## src/rtl/calc_div_cmp_disp_pkg.sv

```systemverilog
// rtl/calc_div_cmp_disp_pkg.sv - shared types and constants for the divider/comparator/display block
package calc_div_cmp_disp_pkg;

  typedef enum logic {
    IDLE = 1'b0,
    RUN  = 1'b1
  } div_state_e;

  localparam logic [7:0] CMP_GT = 8'h01;
  localparam logic [7:0] CMP_EQ = 8'h02;
  localparam logic [7:0] CMP_LT = 8'h04;

  // Active-low segment patterns, bit0=a .. bit6=g
  localparam logic [6:0] SEG_0     = 7'b1000000;
  localparam logic [6:0] SEG_1     = 7'b1111001;
  localparam logic [6:0] SEG_2     = 7'b0100100;
  localparam logic [6:0] SEG_3     = 7'b0110000;
  localparam logic [6:0] SEG_4     = 7'b0011001;
  localparam logic [6:0] SEG_5     = 7'b0010010;
  localparam logic [6:0] SEG_6     = 7'b0000010;
  localparam logic [6:0] SEG_7     = 7'b1111000;
  localparam logic [6:0] SEG_8     = 7'b0000000;
  localparam logic [6:0] SEG_9     = 7'b0010000;
  localparam logic [6:0] SEG_BLANK = 7'b1111111;

endpackage

```

## src/rtl/calc_div_cmp_disp_seg.sv

```systemverilog
// rtl/calc_div_cmp_disp_seg.sv - combinational BCD to seven-segment decoder
module bcd_seg_decoder
  import calc_div_cmp_disp_pkg::*;
#(
  parameter bit SEG_ACTIVE_LOW = 1'b1
) (
  input  logic [3:0] bcd_i,
  output logic [6:0] seg_o
);

  logic [6:0] seg_low;

  // Look up the active-low pattern; codes above 9 blank the display
  always_comb begin
    seg_low = SEG_BLANK;
    case (bcd_i)
      4'd0:    seg_low = SEG_0;
      4'd1:    seg_low = SEG_1;
      4'd2:    seg_low = SEG_2;
      4'd3:    seg_low = SEG_3;
      4'd4:    seg_low = SEG_4;
      4'd5:    seg_low = SEG_5;
      4'd6:    seg_low = SEG_6;
      4'd7:    seg_low = SEG_7;
      4'd8:    seg_low = SEG_8;
      4'd9:    seg_low = SEG_9;
      default: seg_low = SEG_BLANK;
    endcase
  end

  assign seg_o = SEG_ACTIVE_LOW ? seg_low : ~seg_low;

endmodule

```

## src/rtl/calc_div_cmp_disp.sv

```systemverilog
// rtl/calc_div_cmp_disp.sv - sequential restoring divider, registered comparator and 7-seg display
module calc_div_cmp_disp
  import calc_div_cmp_disp_pkg::*;
#(
  parameter int WIDTH          = 4,
  parameter bit SEG_ACTIVE_LOW = 1'b1
) (
  input  logic             clk,
  input  logic             rst,
  input  logic [WIDTH-1:0] valueA,
  input  logic [WIDTH-1:0] valueB,
  input  logic [3:0]       bcd,
  output logic [7:0]       Quotient,
  output logic [7:0]       Reminder,
  output logic [7:0]       comparator,
  output logic             busy,
  output logic [6:0]       segment
);

  localparam int CW = $clog2(WIDTH + 1);

  div_state_e       state_q;
  logic [WIDTH-1:0] a_q, b_q;
  logic [WIDTH-1:0] dvd_q, rem_q, quo_q;
  logic [CW-1:0]    cnt_q;
  logic             pend_q;
  logic [7:0]       quot_q, remo_q, cmp_q;

  logic [WIDTH:0]   shifted;
  logic             no_borrow;
  logic [WIDTH-1:0] rem_d, quo_d;
  logic             start;

  // One restoring step: shift in the next dividend bit, trial-subtract the divisor.
  // The difference always fits WIDTH bits when kept, so the low bits suffice.
  always_comb begin
    shifted   = {rem_q, dvd_q[WIDTH-1]};
    no_borrow = (shifted >= {1'b0, b_q});
    rem_d     = no_borrow ? (shifted[WIDTH-1:0] - b_q) : shifted[WIDTH-1:0];
    quo_d     = {quo_q[WIDTH-2:0], no_borrow};
    start     = pend_q || ({valueA, valueB} != {a_q, b_q});
  end

  // Divider FSM: latch a new operand pair in IDLE, iterate WIDTH steps in RUN
  always_ff @(posedge clk or posedge rst) begin
    if (rst) begin
      state_q <= IDLE;
      a_q     <= '0;
      b_q     <= '0;
      dvd_q   <= '0;
      rem_q   <= '0;
      quo_q   <= '0;
      cnt_q   <= '0;
      pend_q  <= 1'b1;
      quot_q  <= '0;
      remo_q  <= '0;
    end else begin
      case (state_q)
        IDLE: begin
          if (start) begin
            a_q     <= valueA;
            b_q     <= valueB;
            dvd_q   <= valueA;
            rem_q   <= '0;
            quo_q   <= '0;
            cnt_q   <= '0;
            pend_q  <= 1'b0;
            state_q <= RUN;
          end
        end
        RUN: begin
          dvd_q <= dvd_q << 1;
          rem_q <= rem_d;
          quo_q <= quo_d;
          cnt_q <= cnt_q + 1'b1;
          if (cnt_q == CW'(WIDTH - 1)) begin
            quot_q  <= 8'(quo_d);
            remo_q  <= 8'(rem_d);
            state_q <= IDLE;
          end
        end
        default: state_q <= IDLE;
      endcase
    end
  end

  // Comparator follows the live operands with one cycle of latency
  always_ff @(posedge clk or posedge rst) begin
    if (rst) begin
      cmp_q <= '0;
    end else if (valueA > valueB) begin
      cmp_q <= CMP_GT;
    end else if (valueA == valueB) begin
      cmp_q <= CMP_EQ;
    end else begin
      cmp_q <= CMP_LT;
    end
  end

  assign Quotient   = quot_q;
  assign Reminder   = remo_q;
  assign comparator = cmp_q;
  assign busy       = (state_q == RUN);

  bcd_seg_decoder #(
    .SEG_ACTIVE_LOW(SEG_ACTIVE_LOW)
  ) u_seg (
    .bcd_i(bcd),
    .seg_o(segment)
  );

endmodule

```

## config.mk

```make
export PLATFORM = sky130hd
export DESIGN_NAME = calc_div_cmp_disp
export DESIGN_NICKNAME = d
export VERILOG_FILES = /design/src/rtl/calc_div_cmp_disp_pkg.sv /design/src/rtl/calc_div_cmp_disp_seg.sv /design/src/rtl/calc_div_cmp_disp.sv
export SDC_FILE = /design/constraint.sdc
export NUM_CORES = 1
export LEC_CHECK = 0
export BUFFER_PORTS_ARGS = -buffer_cell sky130_fd_sc_hd__buf_2
export CAP_MARGIN = 20
export CORE_MARGIN = 2
export CORE_UTILIZATION = 50
export CTS_BUF_LIST = sky130_fd_sc_hd__clkbuf_16
export DETAILED_ROUTE_END_ITERATION = 8
export GPL_ROUTABILITY_DRIVEN = 0
export MAX_ROUTING_LAYER = met4
export PLACE_DENSITY = 0.85
export SLEW_MARGIN = 15
export SYNTH_ARGS = -nofsm -noshare
export SYNTH_HDL_FRONTEND = slang
export SYNTH_SLANG_ARGS = --single-unit
export TNS_END_PERCENT = 100
```

## constraint.sdc

```tcl
create_clock -name clk -period 3.7 [get_ports clk]
set_clock_uncertainty 0.2 [all_clocks]
set_input_delay 0.37 -clock clk [delete_from_list [all_inputs] [get_ports clk]]
set_output_delay 0.37 -clock clk [all_outputs]
set_load 0.01 [all_outputs]
```

* After elaboration in Yosys (flattened, before gate mapping)
Memory sizes are Yosys's and may differ from the RTL's.
Cells that the tools add are included.
** Operators by class
- Add/subtract/negate cells :: 2
- Magnitude comparators :: 2
- Equality and inequality tests :: 4
- Mux-type cells :: 13
- Bitwise logic cells :: 1
- Reduce and logical (&&, ||, !) cells :: 3
** Operator list (number)
- case mux 4 bit (2 select lines) :: 2
- two-way mux 4 bit :: 3
- case mux 3 bit (2 select lines) :: 2
- two-way mux 8 bit :: 1
- inequality test 8 bit :: 1
- two-way mux 3 bit :: 2
- >= comparator 5 x 4 -> 1 bit :: 1
- == test 4 bit :: 1
- > comparator 4 bit :: 1
- AND reduction 2 bit :: 2
- subtractor 4 bit :: 1
- adder 3 x 1 -> 3 bit, second input constant :: 1
- == test 3 x 2 -> 1 bit, second input constant :: 1
- two-way mux 1 bit :: 2
- inequality test 2 bit, second input constant :: 1
- case mux 1 bit (2 select lines) :: 1
- logical OR 1 bit :: 1
- NOT 1 bit :: 1
** Word-level totals
- Flip-flop bits (word level) :: 40
- Bits in read-only memories :: 112
- Input port bits :: 14
- Output and inout bits :: 32
- Memories kept :: 1
** Memory list
- (no name shown) :: depth 16, width 7, read ports 1, clocked after memory_dff 0, write ports 0, line calc_div_cmp_disp_seg.sv:16 : case (bcd_i)

* Logic depth before layout (Yosys ltp)
- Depth in word-level cells :: 4
- Gate-level depth with buffers :: 7
- Gate-level depth less buffers :: 7

* Hierarchy
From an unflattened synthesis, not the netlist that was laid out.
** Second synthesis, totals
- Cells, all modules :: 190
- Area, all modules :: 2065.7 µm²
** Modules (own cells, without submodules)
- calc_div_cmp_disp :: instances 1, cells an instance 157, area each 1855.5 µm²
- bcd_seg_decoder :: instances 1, cells an instance 33, area each 210.2 µm²

* Worst setup path after synthesis
Ideal clock, no wire load.
- Kind :: register -> register
- From :: register b_q[2]
- To :: register remo_q[2] (netlist: Reminder[2])
- Arrival :: 1.822 ns
- Setup slack :: 1.553 ns
- Stages on the path, launching flop included :: 8
- Buffers on the path :: 0
- Clock period less this slack :: 2.147 ns
- Cell sequence :: dfrtp_1 -> inv_1 -> ha_1 -> o21ai_0 -> a21oi_1 -> nor2_1 -> mux2_2 -> mux2_2
** Between the ends
- Cells in the longest elaborated chain, start to end :: 2
- Elaborated cells on any way between the ends :: 3
- Classes of those cells :: 1 x add/sub; 1 x order compare; 1 x mux
** RTL lines
- start, declared :: line calc_div_cmp_disp.sv:23 : logic [WIDTH-1:0] a_q, b_q;
- start signal, assigned :: line calc_div_cmp_disp.sv:62 : b_q <= valueB;
- subtractor 4 bit or >= comparator 5 x 4 -> 1 bit (tied branches) :: line calc_div_cmp_disp.sv:39, calc_div_cmp_disp.sv:38
- two-way mux 4 bit * :: line calc_div_cmp_disp.sv:39 : rem_d = no_borrow ? (shifted[WIDTH-1:0] - b_q) : shifted[WIDTH-1:0];
- end signal, assigned :: line calc_div_cmp_disp.sv:78 : remo_q <= 8'(rem_d);
- end, declared :: line calc_div_cmp_disp.sv:27 : logic [7:0] quot_q, remo_q, cmp_q;
Every way passes the cells marked *; elsewhere a longest branch is shown, timed or not.
A chain may end at the register's enable or synchronous reset.

* Worst setup path after layout
Ends and elaborated chain as after synthesis.

==> out/qor.yml <==
power_and_ir_drop:
  pwr-share-clk_pct: 20.8
  seq_power_share_pct: 35.7
  combPwrFrac_pct: 43.5
  switching_power_mw: 0.667
  vdd.ir_drop.worst_uv: 368
  netSwitchingFraction_pct: 35.6
  internal_power_mw: 1.21
  power.leakage_nw: 1.15
  power_per_cell_area_nw_per_um2: 829
synth:
  async_flop_share_pct: 100
  synth-edff-count: 0
  ys_types: 31
  synthTopCellsByCount: "dfrtp_1, inv_1, ha_1, nand2_1"
  ys_seq_area_share_pct: 44.5
  synth_warnings: 0
  syn_avg_cell_area_um2: 10.4
  yosys-top-cells-area: "dfrtp_1, ha_1, mux2_2, buf_4, mux2i_1"
  syn-cell-area_um2: 1970
  synth_top_area_cell: "dfrtp_1"
  synth_flop_cell: "dfrtp_1"
  syn_inst: 189
  ys_seq_elements: 35
  synth_most_common_cell: "dfrtp_1"
  yosys.area.top_type_share_pct: 43.1
grt:
  grt_antenna_before_repair: 0
  grt_max_degree: 32
  grt_pass1_wl_mm: 5.93
  grt_pass1_vias: 1337
  gr-usage-all-layers_pct: 18.3
  overflow: 0
sta:
  hold_viol: 0
  slew_viol_final: 0
  setup_viol: 0
  min_period_over_period_pct: 63.1
  fin_crit_ns: 2.33
  hold_ws_ns: 0.0155
  fmax_mhz: 429
  tightest_slew_ns: 0.735
  slew_headroom_pct: 51.0
  rsz0062_at_grt: "false"
  final.setup.tns_ns: 0
place:
  placed_area_um2: 2120
  placed_cells: 264
  io_buffers: 32
  hpwlAfterDp_mm: 2.53
run:
  drv_cap: 0
cts:
  cts_inserted_buffers: 5
  post-cts-setup-buffer-count: 0
  clk_pin_slew_ns: 0.05
  cts_sinks: 35
  cts_buffer_depth: 2
  cts_resized: 0
  htreeDepth: 2
  clk_latency_ns: 0.27
  cts-root-buf: "clkbuf_16"
  hold_buffers: 0
  cts_tree: "yes"
critical_path:
  cp.arrival_ns: 2.30
  path_class: "flop to flop"
  worstSetupEndpointType: "flop"
  start_kind: "flop"
  crit_fanout: 5
  critPathRequiredTime_ns: 3.66
route:
  drtIter0Drc: 141
  route.vias.total: 1374
  ant_nets: 0
  dr.pass1.iters: 4
  routed_wirelength_mm: 3.39
  drc: 0
  wl_per_cell_um: 12.5
  via_per_inst: 5.05
floorplanning:
  start_util_pct: 53.1
  fp.dieW_um: 66.8
  die_h_um: 66.8
  core_region_area_um2: 3720
  ioPinCount: 46
  die_area_um2: 4460
  rows: 22
min_path:
  hold_class: "primary input to asynchronous set/reset pin"
cells_and_area:
  syn_to_final_growth_pct: 14.5
  fin_nets: 253
  drive_gt1_share_pct: 25.4
  instances_no_fill: 272
  final_util_pct: 60.8
  antenna_cells: 0
  stdcell_area_um2: 2260
outcome:
  status: "finished clean"
## power by group through the flow
stage / Sequential, mW / Clock, mW / Combinational [mW]
global placement: 0.664 / 0 / 0.787
CTS: 0.670 / 0.396 / 0.826
global route: 0.694 / 0.416 / 0.922
detailed placement: 0.674 / 0 / 0.819
finish: 0.669 / 0.389 / 0.814
floorplan: 0.681 / 0 / 0.602
## stage by stage
stage                     setup slack, ns  total power [mW]
after global placement               1.47              1.45
after global routing                 1.25              2.03
final                                1.37              1.87
after detailed placement             1.39              1.49
after floorplan                      1.55              1.28
after CTS                            1.37              1.89
## flip-flops by register name, summed over array words and instances (netlist names)
signal and cells:
Quotient 4, pend_q 1, quo_q 3, cnt_q 3, a_q 4, Reminder 4, dvd_q 4, busy 1
comparator 3, rem_q 4, b_q 4
## metal layers
layer  global-route usage (%)  wire [µm]  share of wire [%]
met1                     21.0       1500                 44
met2                     30.0       1700                 50
met3                     4.22        137                4.0
met4                     8.93         48                1.4
met5                        -          0                  0
## layout make-up
cell class                 instances  area, µm²
sequential                        35        877
tap                               48       60.1
timing repair buffer              34        175
clock buffer                       5        125
clock inverter                     3       16.3
fill                             314       1460
multi-input combinational        131        946
inverter                          16       60.1
## final timing paths
kind | start | cells past startpoint | end | slack (ns)
max | b_q[2] | 7 | Reminder[2] | 1.37
min | rst | 2 | a_q[0] | 0.02
max reg2reg | b_q[2] | 7 | Reminder[2] | 1.37
min reg2reg | Quotient[0] | 2 | Quotient[0] | 0.29
max in group asynchronous | rst | 3 | dvd_q[3] | 2.60
min in group clk | valueB[0] | 2 | b_q[0] | 0.19
## cells in the final DEF (no fill, tap or decap)
cell type	n
a2111oi_0	1
nor2_1	12
or2_2	1
clkinv_2	1
or4_4	1
dfstp_2	1
nor3_1	1
ha_1	15
clkinvlp_4	1
nor2_4	1
o2bb2ai_1	3
nand2b_1	3
fa_1	1
dfrtp_1	34
conb_1	13
a21oi_1	7
buf_4	2
o21ai_0	13
and2_1	1
xnor2_1	7
nor2b_1	2
mux2_2	12
buf_2	32
inv_1	17
nand3_1	1
nand4_1	2
a31oi_1	3
a22o_1	6
clkbuf_16	5
and4_1	1
xor2_1	2
nand2_1	15
mux2i_1	7
## worst max-delay path, stage by stage (launching register included)
cell and delay, ns:
dfrtp_1 0.39, inv_1 0.06, ha_1 0.34, o21ai_0 0.17
a21oi_1 0.08, nor2_1 0.33, mux2_2 0.40, mux2_2 0.26
## kinds of logic (layout without fill, tap and decap cells)
family / Yosys count / count (layout) / share of synthesized area, %
and+or+nand+nor: 41 / 41 / 10.1
DFF: 35 / 35 / 44.5
buffers and inverters: 35 / 58 / 9.89
AOI/OAI and AO/OA: 33 / 33 / 10.5
muxes: 19 / 19 / 10.4
adders and majority gates: 16 / 16 / 10.5
xor gates and xnor gates: 9 / 9 / 4.00
other: 1 / 13 / 0.190
Power figures use the tool's default switching activity.
